### config.mk
export PLATFORM = sky130hd
export DESIGN_NAME = neuron_sched
export DESIGN_NICKNAME = d
export VERILOG_FILES = /design/src/rtl/neuron_sched.sv
export SDC_FILE = /design/constraint.sdc
export NUM_CORES = 1
export LEC_CHECK = 0
export CORE_MARGIN = 10
export CORE_UTILIZATION = 55
export CTS_BUF_LIST = sky130_fd_sc_hd__clkbuf_4
export DETAILED_ROUTE_END_ITERATION = 8
export PLACE_DENSITY = 0.77
export SLEW_MARGIN = 20
export SYNTH_ARGS = -nofsm -noshare
export SYNTH_HDL_FRONTEND = slang
export SYNTH_SLANG_ARGS = --single-unit
### constraint.sdc
create_clock -name clk -period 5.7 [get_ports clk]
set_input_delay 1.71 -clock clk [delete_from_list [all_inputs] [get_ports clk]]
set_output_delay 1.71 -clock clk [all_outputs]
set_load 0.005 [all_outputs]
### src/rtl/neuron_sched.sv
// Time-multiplexed accumulate-and-fire scheduler sharing one adder across CHANNELS neurons.
// Optional leaky update enabled by defining NEURON_SCHED_LEAK_EN.
module neuron_sched #(
    parameter int WIDTH    = 8,
    parameter int CHANNELS = 4,
    parameter int CH_W     = $clog2(CHANNELS)
) (
    input  logic                clk,
    input  logic                rst,
    input  logic                tick,
    input  logic                cfg_we,
    input  logic [CH_W-1:0]     cfg_addr,
    input  logic [WIDTH-1:0]    cfg_w,
    input  logic [CHANNELS-1:0] chan_en,
    output logic                spike_valid,
    output logic [CH_W-1:0]     spike_ch,
    input  logic                spike_ready,
    output logic                busy,
    output logic                sweep_done,
    output logic                overrun
);

    typedef enum logic [1:0] {IDLE, RUN, DONE} state_t;

    state_t            state, state_nx;
    logic [CH_W-1:0]   ptr;
    logic [WIDTH-1:0]  pot [CHANNELS];
    logic [WIDTH-1:0]  wt  [CHANNELS];
    logic              stall, proc, last, en, fire, cfg_ok;
    logic [WIDTH-1:0]  base;
    logic [WIDTH:0]    acc;

    assign last   = (ptr == CH_W'(CHANNELS - 1));
    assign cfg_ok = (32'(cfg_addr) < CHANNELS);

    always_ff @(posedge clk or negedge rst) begin
        if (!rst) state <= IDLE;
        else      state <= state_nx;
    end

    always_comb begin
        state_nx = state;
        unique case (state)
            IDLE:    if (tick) state_nx = RUN;
            RUN:     if (proc && last) state_nx = DONE;
            DONE:    state_nx = IDLE;
            default: state_nx = IDLE;
        endcase
    end

    always_comb begin
        busy       = (state != IDLE);
        sweep_done = (state == DONE);
        stall      = spike_valid & ~spike_ready;
        proc       = (state == RUN) & ~stall;
    end

    // Single shared datapath: operands are whatever channel ptr selects.
    always_comb begin
        en   = chan_en[ptr];
`ifdef NEURON_SCHED_LEAK_EN
        base = pot[ptr] - (pot[ptr] >> 3);
`else
        base = pot[ptr];
`endif
        acc  = {1'b0, base} + {1'b0, wt[ptr]};
        fire = proc & en & acc[WIDTH];
    end

    always_ff @(posedge clk or negedge rst) begin
        if (!rst) begin
            ptr <= '0;
        end else if (state != RUN) begin
            ptr <= '0;
        end else if (proc && !last) begin
            ptr <= ptr + 1'b1;
        end
    end

    always_ff @(posedge clk or negedge rst) begin
        if (!rst) begin
            for (int i = 0; i < CHANNELS; i++) begin
                pot[i] <= '0;
                wt[i]  <= '0;
            end
        end else begin
            if (proc && en) pot[ptr] <= acc[WIDTH-1:0];
            if (cfg_we && cfg_ok) wt[cfg_addr] <= cfg_w;
        end
    end

    // A new spike in the transfer cycle simply reloads the register.
    always_ff @(posedge clk or negedge rst) begin
        if (!rst) begin
            spike_valid <= 1'b0;
            spike_ch    <= '0;
        end else if (fire) begin
            spike_valid <= 1'b1;
            spike_ch    <= ptr;
        end else if (spike_valid && spike_ready) begin
            spike_valid <= 1'b0;
        end
    end

    always_ff @(posedge clk or negedge rst) begin
        if (!rst)              overrun <= 1'b0;
        else if (tick && busy) overrun <= 1'b1;
    end

endmodule

==> out/summary.md, run 1 <==
• 0 — remaining global-route overflow
• 29 — # rows
• 101 um — height of the chip
• complete, no violations — run status
• 50.3% — portion of the post-synthesis area used by sequential elements
• 0.287 mV — worst ir drop on vdd
• 0 — Slew Viols, Final
• 2318 — number of global-route vias before repair
• 345 — # placed instances
• 40 — pin count of the biggest net entering global routing
• 3 — number of levels in the clock H-tree
• 0.40 ns — later-pin clock latency in the skew report
• sky130_fd_sc_hd__dfrtp_1 — most frequent standard cell in the layout excluding fill and tap cells
• mux4_2 > ha_1 > fa_1 > a211o_1 > a2111o_1 > o311ai_1 > mux2_2 — worst path cell trace
• 29.0% — multiplexer area fraction after synthesis
• sky130_fd_sc_hd__dfrtp_1 — area leader, netlist
• 0 — count of cells resized by post-cts repair
• 4 — first-pass iteration count of the detailed router
• 311 — number of nets in the layout
• pot[22] — critical register-to-register path endpoint
• 0.988 ns — Worst Max-Slew Pin Slew
• 11300 um — global-route wire length before repair
• 281 — nets in the synthesized netlist
• 2.21 ns — dpl ws
• 2.39 ns — r2r setup slk
• multiplexers — dominant combinational cell family by area after synthesis
• 6350 um2 — area of the placeable core
• 3.64 ns — data arrival time at the worst-slack endpoint
• 302 MHz — achievable frequency
• 72 — number of clock sinks
• sky130_fd_sc_hd__clkbuf_4 — Root Buffer
• false — unrepaired setup endpoints after global routing
• 4.76% — synthesized-area fraction occupied by adder cells
• 25 — I/O pin total
• 40 — synth unique cells
• 34.1% — Slew headroom
• 5.98 — post-DR vias/cell
• 3.31 ns — fin crit period
• 0 — hold violation total from the final report
• 13.7% — Total GRT Usage
• sky130_fd_sc_hd__dfrtp_1, sky130_fd_sc_hd__mux2_2, sky130_fd_sc_hd__clkdlybuf4s50_1 — highest-count cells in the layout ignoring fill and taps
• 0.12 ns — clk slew on worst S/H paths
• 3580 um2 — Post-Synthesis Cell Area
• sky130_fd_sc_hd__dfrtp_1, sky130_fd_sc_hd__mux2_2, sky130_fd_sc_hd__mux4_2, sky130_fd_sc_hd__ha_1, sky130_fd_sc_hd__nand4_2 — top cells by area, synth
• 0 — initial antenna violation count
• 1.70 nW — static leakage power
• 1.01 ns — longest individual stage delay on the worst path
• 22 — maximum fanout encountered on the critical timing path
• 52 — DRT iter0 DRCs
• flop — CP endpoint kind
• 21.8% — GR met2 Demand/Resource
• 619 nW/um2 — power per standard cell area
• 500 — filler cell count
• done — clock tree from TritonCTS
• flop — Worst Setup Start Kind
• 1 — cell count of the worst hold path
• 9 — number of buffers created by CTS
• overrun — Hold Startpoint
• flop to flop — path category of the worst min-delay check
• 12.3% — synthesis-to-layout area growth
• sky130_fd_sc_hd__dfrtp_1 — slowest stage cell on the critical path
• 0.0151 ns — post-route clock skew
• 0 — DRC violation count after routing
• overrun — endpoint of the worst hold-timing path
• 35.2% — share of cells above drive strength 1
• 0 — number of warnings issued by yosys
• 0 — maxcap violations
• met2 — most used routing layer
• 0 — count of endpoints failing setup in the final report
• 0 — cts-stage hold buffer count
• 7 — number of cells on the worst reg-to-reg path
• 0.750 — Final GP Congestion
• 4750 um — DP Wirelength
• 2 — Max Buffers Root-to-Sink
• 17.4% — met1 demand-to-capacity share in global routing
• 6.85% — compound-cell area share of the yosys netlist
• 6.75% — simple-gate share of the synthesized area
• 0 — post-CTS setup-driven buffer insertion count
• 101 um — horizontal die dimension
• ptr[1] — worst r2r src
• flop to flop — crit path kind
• 6.03 ns — endpoint required time on the critical path
• 2.39 ns — Final Worst Setup Slack
• 14.4 um2 — syn avg cell area
• 10100 um2 — die footprint
• 2160 — count of vias placed by the detailed router
• 361 — final cell count without fillers
• 24 — Port-buffer cells
• 3.36% — routing usage on met3
• 249 — Mapped Cells
• 0.734% — xor/xnor share of the synthesized area
• 58.1% — post-route clock period utilization
• 0 — number of inserted diodes
• 0 — Post-DRT Antenna Nets
• 17.9 um — routed length per instance
• 6480 um — Routed Wire Length
• 72 — synthesis-stage register bit count
• 0 ns — Setup TNS
• 50.3% — fraction of synthesized cell area taken by the top area cell type
• 56.4% — initial cell density of the core
-- synthesized netlist by cell type --
cell / instances
sky130_fd_sc_hd__buf_2: 3
sky130_fd_sc_hd__nand3_1: 2
sky130_fd_sc_hd__a211o_1: 1
sky130_fd_sc_hd__fa_1: 1
sky130_fd_sc_hd__nand3b_1: 2
sky130_fd_sc_hd__a2111o_1: 1
sky130_fd_sc_hd__buf_4: 1
sky130_fd_sc_hd__nand2b_1: 2
sky130_fd_sc_hd__nand2_1: 10
sky130_fd_sc_hd__a211oi_2: 1
sky130_fd_sc_hd__nand4_2: 4
sky130_fd_sc_hd__nor2b_1: 4
sky130_fd_sc_hd__o2111ai_1: 1
sky130_fd_sc_hd__or4b_1: 1
sky130_fd_sc_hd__and3_1: 2
sky130_fd_sc_hd__a2111oi_0: 1
sky130_fd_sc_hd__a211oi_1: 2
sky130_fd_sc_hd__or2_2: 2
sky130_fd_sc_hd__clkbuf_1: 1
sky130_fd_sc_hd__nor3b_2: 1
sky130_fd_sc_hd__a21o_1: 3
sky130_fd_sc_hd__mux4_2: 17
sky130_fd_sc_hd__o21a_1: 2
sky130_fd_sc_hd__ha_1: 12
sky130_fd_sc_hd__a21oi_1: 6
sky130_fd_sc_hd__o21ai_0: 7
sky130_fd_sc_hd__xnor2_1: 3
sky130_fd_sc_hd__mux2_2: 58
sky130_fd_sc_hd__clkbuf_2: 1
sky130_fd_sc_hd__nor3b_1: 3
sky130_fd_sc_hd__buf_1: 1
sky130_fd_sc_hd__or3_1: 1
sky130_fd_sc_hd__inv_1: 6
sky130_fd_sc_hd__dfrtp_1: 72
sky130_fd_sc_hd__o31ai_1: 5
sky130_fd_sc_hd__o211ai_1: 1
sky130_fd_sc_hd__a31oi_1: 1
sky130_fd_sc_hd__a311oi_1: 2
sky130_fd_sc_hd__o311ai_1: 1
sky130_fd_sc_hd__nor2_1: 4
-- layer usage --
metal | vias up | part of all wire (%)
met5 | - | 0
met4 | 0 | 1.2
met3 | 11 | 4.8
met2 | 44 | 48
met1 | 1093 | 46
li1 | 1012 | -
-- where the power goes --
group	internal (mW)	switching [mW]
clock network	0.140	0.165
logic	0.673	0.712
registers	0.690	0.109
total	1.50	0.986
-- cell type report --
type | count | area, um2 | share of cell area (%)
sequential | 72 | 1800 | 44.8
timing repair buffer | 26 | 250 | 6.22
tap | 77 | 96.3 | 2.40
clock buffer | 11 | 82.6 | 2.05
clock inverter | 5 | 47.5 | 1.18
inverter | 6 | 22.5 | 0.560
multi-input combinational | 164 | 1720 | 42.8
-- metrics by stage --
| step | hold WS (ns) | power, mW | util [%] | instance area (um2) |
|---|---|---|---|---|
| 2_1_floorplan | 0.443 | 1.87 | - | 3580 |
| 3_3_place_gp | 0.442 | 2.16 | 61.3 | 3890 |
| 3_5_place_dp | 0.452 | 2.21 | 61.3 | 3890 |
| 4_1_cts | 0.479 | 2.52 | 63.3 | 4020 |
| 5_1_grt | 0.510 | 2.71 | 63.3 | 4020 |
| 6_report | 0.471 | 2.49 | 63.3 | 4020 |
-- worst max path at each step --
stage	startpoint	endpoint	slack, ns	cells after the start
finish	ptr[1]	pot[22]	2.39	7
CTS	ptr[1]	pot[22]	2.37	7
detailed placement	chan_en[3]	pot[8]	2.21	4
global route	ptr[1]	pot[22]	2.24	7
global placement	chan_en[3]	pot[5]	2.22	4
floorplan	chan_en[3]	pot[24]	2.77	3
-- state kept, by name (all words and copies together), names as in the netlist --
| signal | flops |
|---|---|
| state | 2 |
| ptr | 2 |
| pot | 32 |
| spike_ch | 2 |
| spike_valid | 1 |
| overrun | 1 |
| wt | 32 |
-- cell families (layout without fill, tap and decap cells) --
kind of cell | Yosys count | in the layout
multiplexers | 75 | 75
buffers and inverters | 13 | 48
flip-flops | 72 | 72
adder cells (fa/ha/maj) | 13 | 13
XOR/XNOR | 3 | 3
AND/OR/NAND/NOR | 38 | 38
AO/OA/AOI/OAI | 35 | 35
-- worst max-delay path, delay by kind of cell (launching register included) --
family,cells,cell delay (ns)
flops,1,1.01
compound gates,3,0.87
mux,2,0.68
fa+ha+maj,2,0.68
No activity file was read; power rests on OpenSTA's default activity.
==> run 2: changes to the inputs <==
--- a/config.mk
+++ b/config.mk
@@ -9,7 +9,7 @@
 export CORE_UTILIZATION = 55
 export CTS_BUF_LIST = sky130_fd_sc_hd__clkbuf_4
 export DETAILED_ROUTE_END_ITERATION = 8
-export PLACE_DENSITY = 0.77
+export PLACE_DENSITY = 0.8
 export SLEW_MARGIN = 20
 export SYNTH_ARGS = -nofsm -noshare
 export SYNTH_HDL_FRONTEND = slang
==> constraint.sdc (replaced) <==
create_clock -name clk -period 2.8 [get_ports clk]
set_input_delay 0.84 -clock clk [delete_from_list [all_inputs] [get_ports clk]]
set_output_delay 0.84 -clock clk [all_outputs]
set_load 0.005 [all_outputs]
==> run 2 against run 1 <==
Core utilization is 1.9 points higher. Worst setup slack got worse by 2.3 ns. Cell count increased by 2.5%. Critical path depth stayed put. Sequential share of layout area fell by 1.3 points. Largest power group unchanged. Critical endpoint is now pot[30]. Final area increased by 3.0%. Via count up 3.8%. Global-route usage increased by 1.0 points.
==> out/summary.md, run 2 (synthesized netlist as in run 1, its figures left out) <==
• 5.36 mW — Overall Power, was 2.49 mW
• complete, no violations — run status, unchanged
• 11800 um — global-route wire length before repair, was 11300 um
• multiplexers — cell family with the largest share of critical-path delay, was flip-flops
• 0 — Post-DRT Antenna Nets, unchanged
• 0 — Slew Viols, Final, unchanged
• 373 MHz — achievable frequency, was 302 MHz
• 101 um — height of the chip, unchanged
• 0.120 ns — Final Worst Setup Slack, was 2.39 ns
• done — clock tree from TritonCTS, unchanged
• buf_6 > mux4_2 > ha_2 > inv_1 > a311oi_1 > o311ai_2 > mux2_4 — worst path cell trace, was mux4_2 > ha_1 > fa_1 > a211o_1 > a2111o_1 > o311ai_1 > mux2_2
• flop to flop — crit path kind, unchanged
• 25 — I/O pin total, unchanged
• 39.6% — share of cells above drive strength 1, was 35.2%
• -0.0299 ns — dpl ws, was 2.21 ns
• 0.12 ns — clk slew on worst S/H paths, about the same
• 148 — DRT iter0 DRCs, was 52
• 15.7% — synthesis-to-layout area growth, was 12.3%
• 321 — number of nets in the layout, was 311
• 9 — number of buffers created by CTS, unchanged
• 72 — number of clock sinks, unchanged
• flop — Worst Setup Start Kind, unchanged
• 0.53 ns — longest individual stage delay on the worst path, was 1.01 ns
• 0 ns — Setup TNS, unchanged
• 24 — Port-buffer cells, unchanged
• 18.9 um — routed length per instance, was 17.9 um
• sky130_fd_sc_hd__clkbuf_4 — Root Buffer, unchanged
• 6350 um2 — area of the placeable core, unchanged
• 2 — Critical path buffers and inverters, was 0
• 95.7% — post-route clock period utilization, was 58.1%
• sky130_fd_sc_hd__mux4_2 — slowest stage cell on the critical path, was sky130_fd_sc_hd__dfrtp_1
• 101 um — horizontal die dimension, unchanged
• 0 — hold violation total from the final report, unchanged
• 2.97 ns — data arrival time at the worst-slack endpoint, was 3.64 ns
• 29 — # rows, unchanged
• 355 — # placed instances, was 345
• 0 — count of endpoints failing setup in the final report, unchanged
• 370 — final cell count without fillers, was 361
• 1.76 nW — static leakage power, was 1.70 nW
• 47 — pin count of the biggest net entering global routing, was 40
• 10100 um2 — die footprint, unchanged
• sky130_fd_sc_hd__dfrtp_1 — most frequent standard cell in the layout excluding fill and tap cells, unchanged
• 1300 nW/um2 — power per standard cell area, was 619 nW/um2
• 2310 — number of global-route vias before repair, was 2318
• 0 — DRC violation count after routing, unchanged
• 12 — maximum fanout encountered on the critical timing path, was 22
• 2242 — count of vias placed by the detailed router, was 2160
• 0.808 — Final GP Congestion, was 0.750
• 0.597 mV — worst ir drop on vdd, was 0.287 mV
• flop — CP endpoint kind, unchanged
• 0.0168 ns — post-route clock skew, was 0.0151 ns
• 14.7% — Total GRT Usage, was 13.7%
• 5200 um — DP Wirelength, was 4750 um
• 453 — filler cell count, was 500
• 2.68 ns — fin crit period, was 3.31 ns
• 0 — number of inserted diodes, unchanged
• sky130_fd_sc_hd__dfrtp_1, sky130_fd_sc_hd__mux2_2, sky130_fd_sc_hd__clkdlybuf4s50_1 — highest-count cells in the layout ignoring fill and taps, unchanged
• 3.09 ns — endpoint required time on the critical path, was 6.03 ns
• 0.430 ns — Hold Slack, was 0.471 ns
• 6980 um — Routed Wire Length, was 6480 um
• 0 — initial antenna violation count, unchanged
• 56.4% — initial cell density of the core, unchanged
• 4 — first-pass iteration count of the detailed router, unchanged
• 2 — Max Buffers Root-to-Sink, unchanged
• input port to asynchronous set/reset pin — path category of the worst min-delay check, was flop to flop
• 6.06 — post-DR vias/cell, was 5.98
• pot (32), wt (32) — registers with the highest flip-flop counts, unchanged
• 0.41 ns — later-pin clock latency in the skew report, was 0.40 ns
• 0 — maxcap violations, unchanged
• 0 — remaining global-route overflow, unchanged
• 0.622 ns — Worst Max-Slew Pin Slew, was 0.988 ns
• 58.5% — Slew headroom, was 34.1%
• 3 — number of levels in the clock H-tree, unchanged
[run 2: cell count changes in the layout (fill, tap and decap cells not counted), sizes merged]
cell    before  now
buf          3   13
clkbuf      11   10
[run 2: worst register-to-register path: stages (launching register included)]
cell                       delay (ns)
sky130_fd_sc_hd__dfrtp_2         0.46
sky130_fd_sc_hd__buf_6           0.21
sky130_fd_sc_hd__mux4_2          0.54
sky130_fd_sc_hd__ha_2            0.41
sky130_fd_sc_hd__inv_1           0.09
sky130_fd_sc_hd__a311oi_1        0.34
sky130_fd_sc_hd__o311ai_2        0.22
sky130_fd_sc_hd__mux2_4          0.31
[run 2: power breakdown]
part           leakage, nW  switching (mW)  internal (mW)
Combinational        0.829            1.55           1.58
Clock               0.0734           0.346          0.271
Sequential           0.861           0.215           1.41
[run 2: stage by stage]
step           cell area (um2)  utilization, %
2_1_floorplan             3580               -
5_1_grt                   4140            65.2
3_3_place_gp              3980            62.6
6_report                  4140            65.2
4_1_cts                   4100            64.6
3_5_place_dp              3980            62.6
[run 2: worst paths after layout]
path                               from           to  slack [ns]  depth (start not counted)
worst min-delay path                rst  spike_ch[0]        0.43                          1
worst max register to register   ptr[0]      pot[30]        0.12                          7
min in group clk                overrun      overrun        0.46                          1
worst max-delay path             ptr[0]      pot[30]        0.12                          7
worst min register to register  overrun      overrun        0.46                          1
max in group asynchronous           rst       ptr[0]        1.70                          2
[run 2: layout make-up]
cell class	instances	area, um2	area share, %
flip-flops and latches	72	1800	43.6
inverters	6	22.5	0.544
multi-input cells	164	1750	42.3
clock inverters	5	48.8	1.18
clock buffers	10	75.1	1.81
repair buffers	36	342	8.25
well taps	77	96.3	2.33
[run 2: per-layer routing]
layer / vias up / part of all wire [%] / GRT usage (%)
met5: - / 0 / 0
li1: 1033 / - / -
met3: 6 / 6.0 / 4.32
met2: 61 / 48 / 22.4
met1: 1142 / 45 / 19.7
met4: 0 / 1.2 / 4.89
[run 2: repair_timing]
action                                 4_1_cts  5_1_grt
hold buffers                                 0        0
setup endpoints to repair                    4       12
pin swaps                                    0        1
endpoints found under the hold margin        0        0
resized for setup                            1        9
setup buffers                                0        0
==> run 3: changes to the inputs <==
--- a/config.mk
+++ b/config.mk
@@ -9,6 +9,7 @@
 export CORE_UTILIZATION = 55
 export CTS_BUF_LIST = sky130_fd_sc_hd__clkbuf_4
 export DETAILED_ROUTE_END_ITERATION = 8
+export GPL_TIMING_DRIVEN = 0
 export PLACE_DENSITY = 0.8
 export SLEW_MARGIN = 20
 export SYNTH_ARGS = -nofsm -noshare
==> run 3 against run 2 <==
The flow now finishes with violations (negative setup slack). Hold slack worse by 0.15 ns. Largest cell class is now multi-input combinational cells. Critical endpoint is now pot[14]. Largest power group unchanged. Sequential share of layout area down 1.2 points. Routed wire length up 0.76%. Global-route usage down 0.69 points. Highest routed layer unchanged. Maximum frequency down 4.3%. Sequential power about the same.
==> out/summary.md, run 3 (synthesized netlist as in run 1, its figures left out) <==
• 42.6% — share of cells above drive strength 1, was 39.6%
• 6350 um2 — area of the placeable core, unchanged
• 14.0% — Total GRT Usage, was 14.7%
• 0.724 — Final GP Congestion, was 0.808
• 29 — # rows, unchanged
• flop — CP endpoint kind, unchanged
• 465 — filler cell count, was 453
• sky130_fd_sc_hd__dfrtp_1, sky130_fd_sc_hd__mux2_2, sky130_fd_sc_hd__clkdlybuf4s50_1 — highest-count cells in the layout ignoring fill and taps, unchanged
• -0.0008 ns — r2r setup slk, was 0.12 ns
• 95 — DRT iter0 DRCs, was 148
• sky130_fd_sc_hd__dfrtp_1 — most frequent standard cell in the layout excluding fill and tap cells, unchanged
• negative setup slack — violations in the final reports
• 0 — initial antenna violation count, unchanged
• 9 — number of buffers created by CTS, unchanged
• 2243 — count of vias placed by the detailed router, was 2242
• 0.699 ns — Worst Max-Slew Pin Slew, was 0.622 ns
• 10100 um2 — die footprint, unchanged
• 0.0200 ns — post-route clock skew, was 0.0168 ns
• 11300 um — global-route wire length before repair, was 11800 um
• 9 — maximum fanout encountered on the critical timing path, was 12
• 25 — I/O pin total, unchanged
• input port to asynchronous set/reset pin — path category of the worst min-delay check, unchanged
• 1360 nW/um2 — power per standard cell area, was 1300 nW/um2
• -0.000792 ns — Final Worst Setup Slack, was 0.120 ns
• 0 — Post-DRT Antenna Nets, unchanged
• 0 — DRC violation count after routing, unchanged
• 24 — Port-buffer cells, unchanged
• 19.0% — synthesis-to-layout area growth, was 15.7%
• 3.17 ns — data arrival time at the worst-slack endpoint, was 2.97 ns
• 4 — first-pass iteration count of the detailed router, unchanged
• 0.798 mV — worst ir drop on vdd, was 0.597 mV
• 0 — hold violation total from the final report, unchanged
• 6.01 — post-DR vias/cell, was 6.06
• 0.42 ns — later-pin clock latency in the skew report, was 0.41 ns
• 56.4% — initial cell density of the core, unchanged
• 0.277 ns — Hold Slack, was 0.430 ns
• 67.0% — Final Util, was 65.2%
• 0 — Slew Viols, Final, unchanged
• 357 MHz — achievable frequency, was 373 MHz
• finished, violations left — run status, was complete, no violations
• done — clock tree from TritonCTS, unchanged
• 2.80 ns — fin crit period, was 2.68 ns
• 53.2% — Slew headroom, was 58.5%
• 0 — number of inserted diodes, unchanged
• 3.17 ns — endpoint required time on the critical path, was 3.09 ns
• 7040 um — Routed Wire Length, was 6980 um
• 0 — remaining global-route overflow, unchanged
• 1.80 nW — static leakage power, was 1.76 nW
• 1 — count of endpoints failing setup in the final report, was 0
• 4800 um — DP Wirelength, was 5200 um
• flop to flop — crit path kind, unchanged
• 2 — Max Buffers Root-to-Sink, unchanged
• flop — Worst Setup Start Kind, unchanged
• sky130_fd_sc_hd__clkbuf_4 — Root Buffer, unchanged
• 18.9 um — routed length per instance, about the same
• 100% — post-route clock period utilization, was 95.7%
• 3 — number of levels in the clock H-tree, unchanged
• 2404 — number of global-route vias before repair, was 2310
• true — unrepaired setup endpoints after global routing
• 55 — pin count of the biggest net entering global routing, was 47
• 0.12 ns — clk slew on worst S/H paths, about the same
• 72 — number of clock sinks, unchanged
• 101 um — height of the chip, unchanged
• 101 um — horizontal die dimension, unchanged
• pot (32), wt (32) — registers with the highest flip-flop counts, unchanged
• 324 — number of nets in the layout, was 321
• 0 — maxcap violations, unchanged
run 3: changes by cell type in the layout (fill, tap and decap cells not counted), sizes merged:
cell      change
buf           +1
clkbuf        +1
clkinvlp      +1
run 3: layer usage:
metal	part of all wire, %	GRT usage [%]
met1	43	17.3
met2	51	23.2
met3	5.9	3.50
met4	0.63	5.11
met5	0	0
run 3: area by class of cell:
class | count | area, um2 | area share, %
plain buffers | 7 | 63.8 | 1.50
clock buffers | 9 | 67.6 | 1.59
clock inverters | 6 | 61.3 | 1.44
inverters | 6 | 22.5 | 0.529
multi-input cells | 164 | 1820 | 42.9
flip-flops and latches | 72 | 1800 | 42.4
well taps | 77 | 96.3 | 2.26
repair buffers | 32 | 318 | 7.47
run 3: worst paths after layout:
path / cells after the start / endpoint / from
max reg2reg: 8 / pot[14] / ptr[0]
max in group asynchronous: 2 / pot[5] / rst
max: 8 / pot[14] / ptr[0]
min reg2reg: 1 / overrun / overrun
min: 1 / spike_valid / rst
min in group clk: 1 / overrun / overrun
run 3: metrics by stage:
stage / std cells / area (um2) / worst slack, ns / TNS, ns / power, mW
global placement: 350 / 3920 / -1.53 / -114.04 / 4.36
global route: 373 / 4260 / -0.0493 / -0.346 / 6.18
finish: 373 / 4260 / -0.000792 / -0.000792 / 5.77
floorplan: 249 / 3580 / 0.0134 / 0 / 3.81
CTS: 368 / 4130 / -0.0183 / -0.0858 / 5.25
detailed placement: 351 / 3940 / -0.317 / -4.08 / 4.46
run 3: what timing repair did:
action | 4_1_cts | 5_1_grt
buffers inserted | 2 | 5
setup endpoints to repair | 19 | 15
pin swaps | 0 | 2
hold buffers | 0 | 0
hold endpoints to repair | 0 | 0
gates resized for setup | 14 | 17
run 3: power by group:
part / leakage [nW] / switching (mW) / internal [mW]
Combinational: 0.864 / 1.78 / 1.76
Clock: 0.0715 / 0.372 / 0.264
Sequential: 0.861 / 0.187 / 1.41
run 3: critical path, cell delays in order, from the launching register on:
cell                       delay, ns
sky130_fd_sc_hd__dfrtp_2        0.44
sky130_fd_sc_hd__buf_12         0.15
sky130_fd_sc_hd__mux4_2         0.55
sky130_fd_sc_hd__ha_4           0.20
sky130_fd_sc_hd__fa_2           0.37
sky130_fd_sc_hd__a211o_1        0.32
sky130_fd_sc_hd__a2111o_1       0.42
sky130_fd_sc_hd__o311ai_4       0.10
sky130_fd_sc_hd__mux2_4         0.21
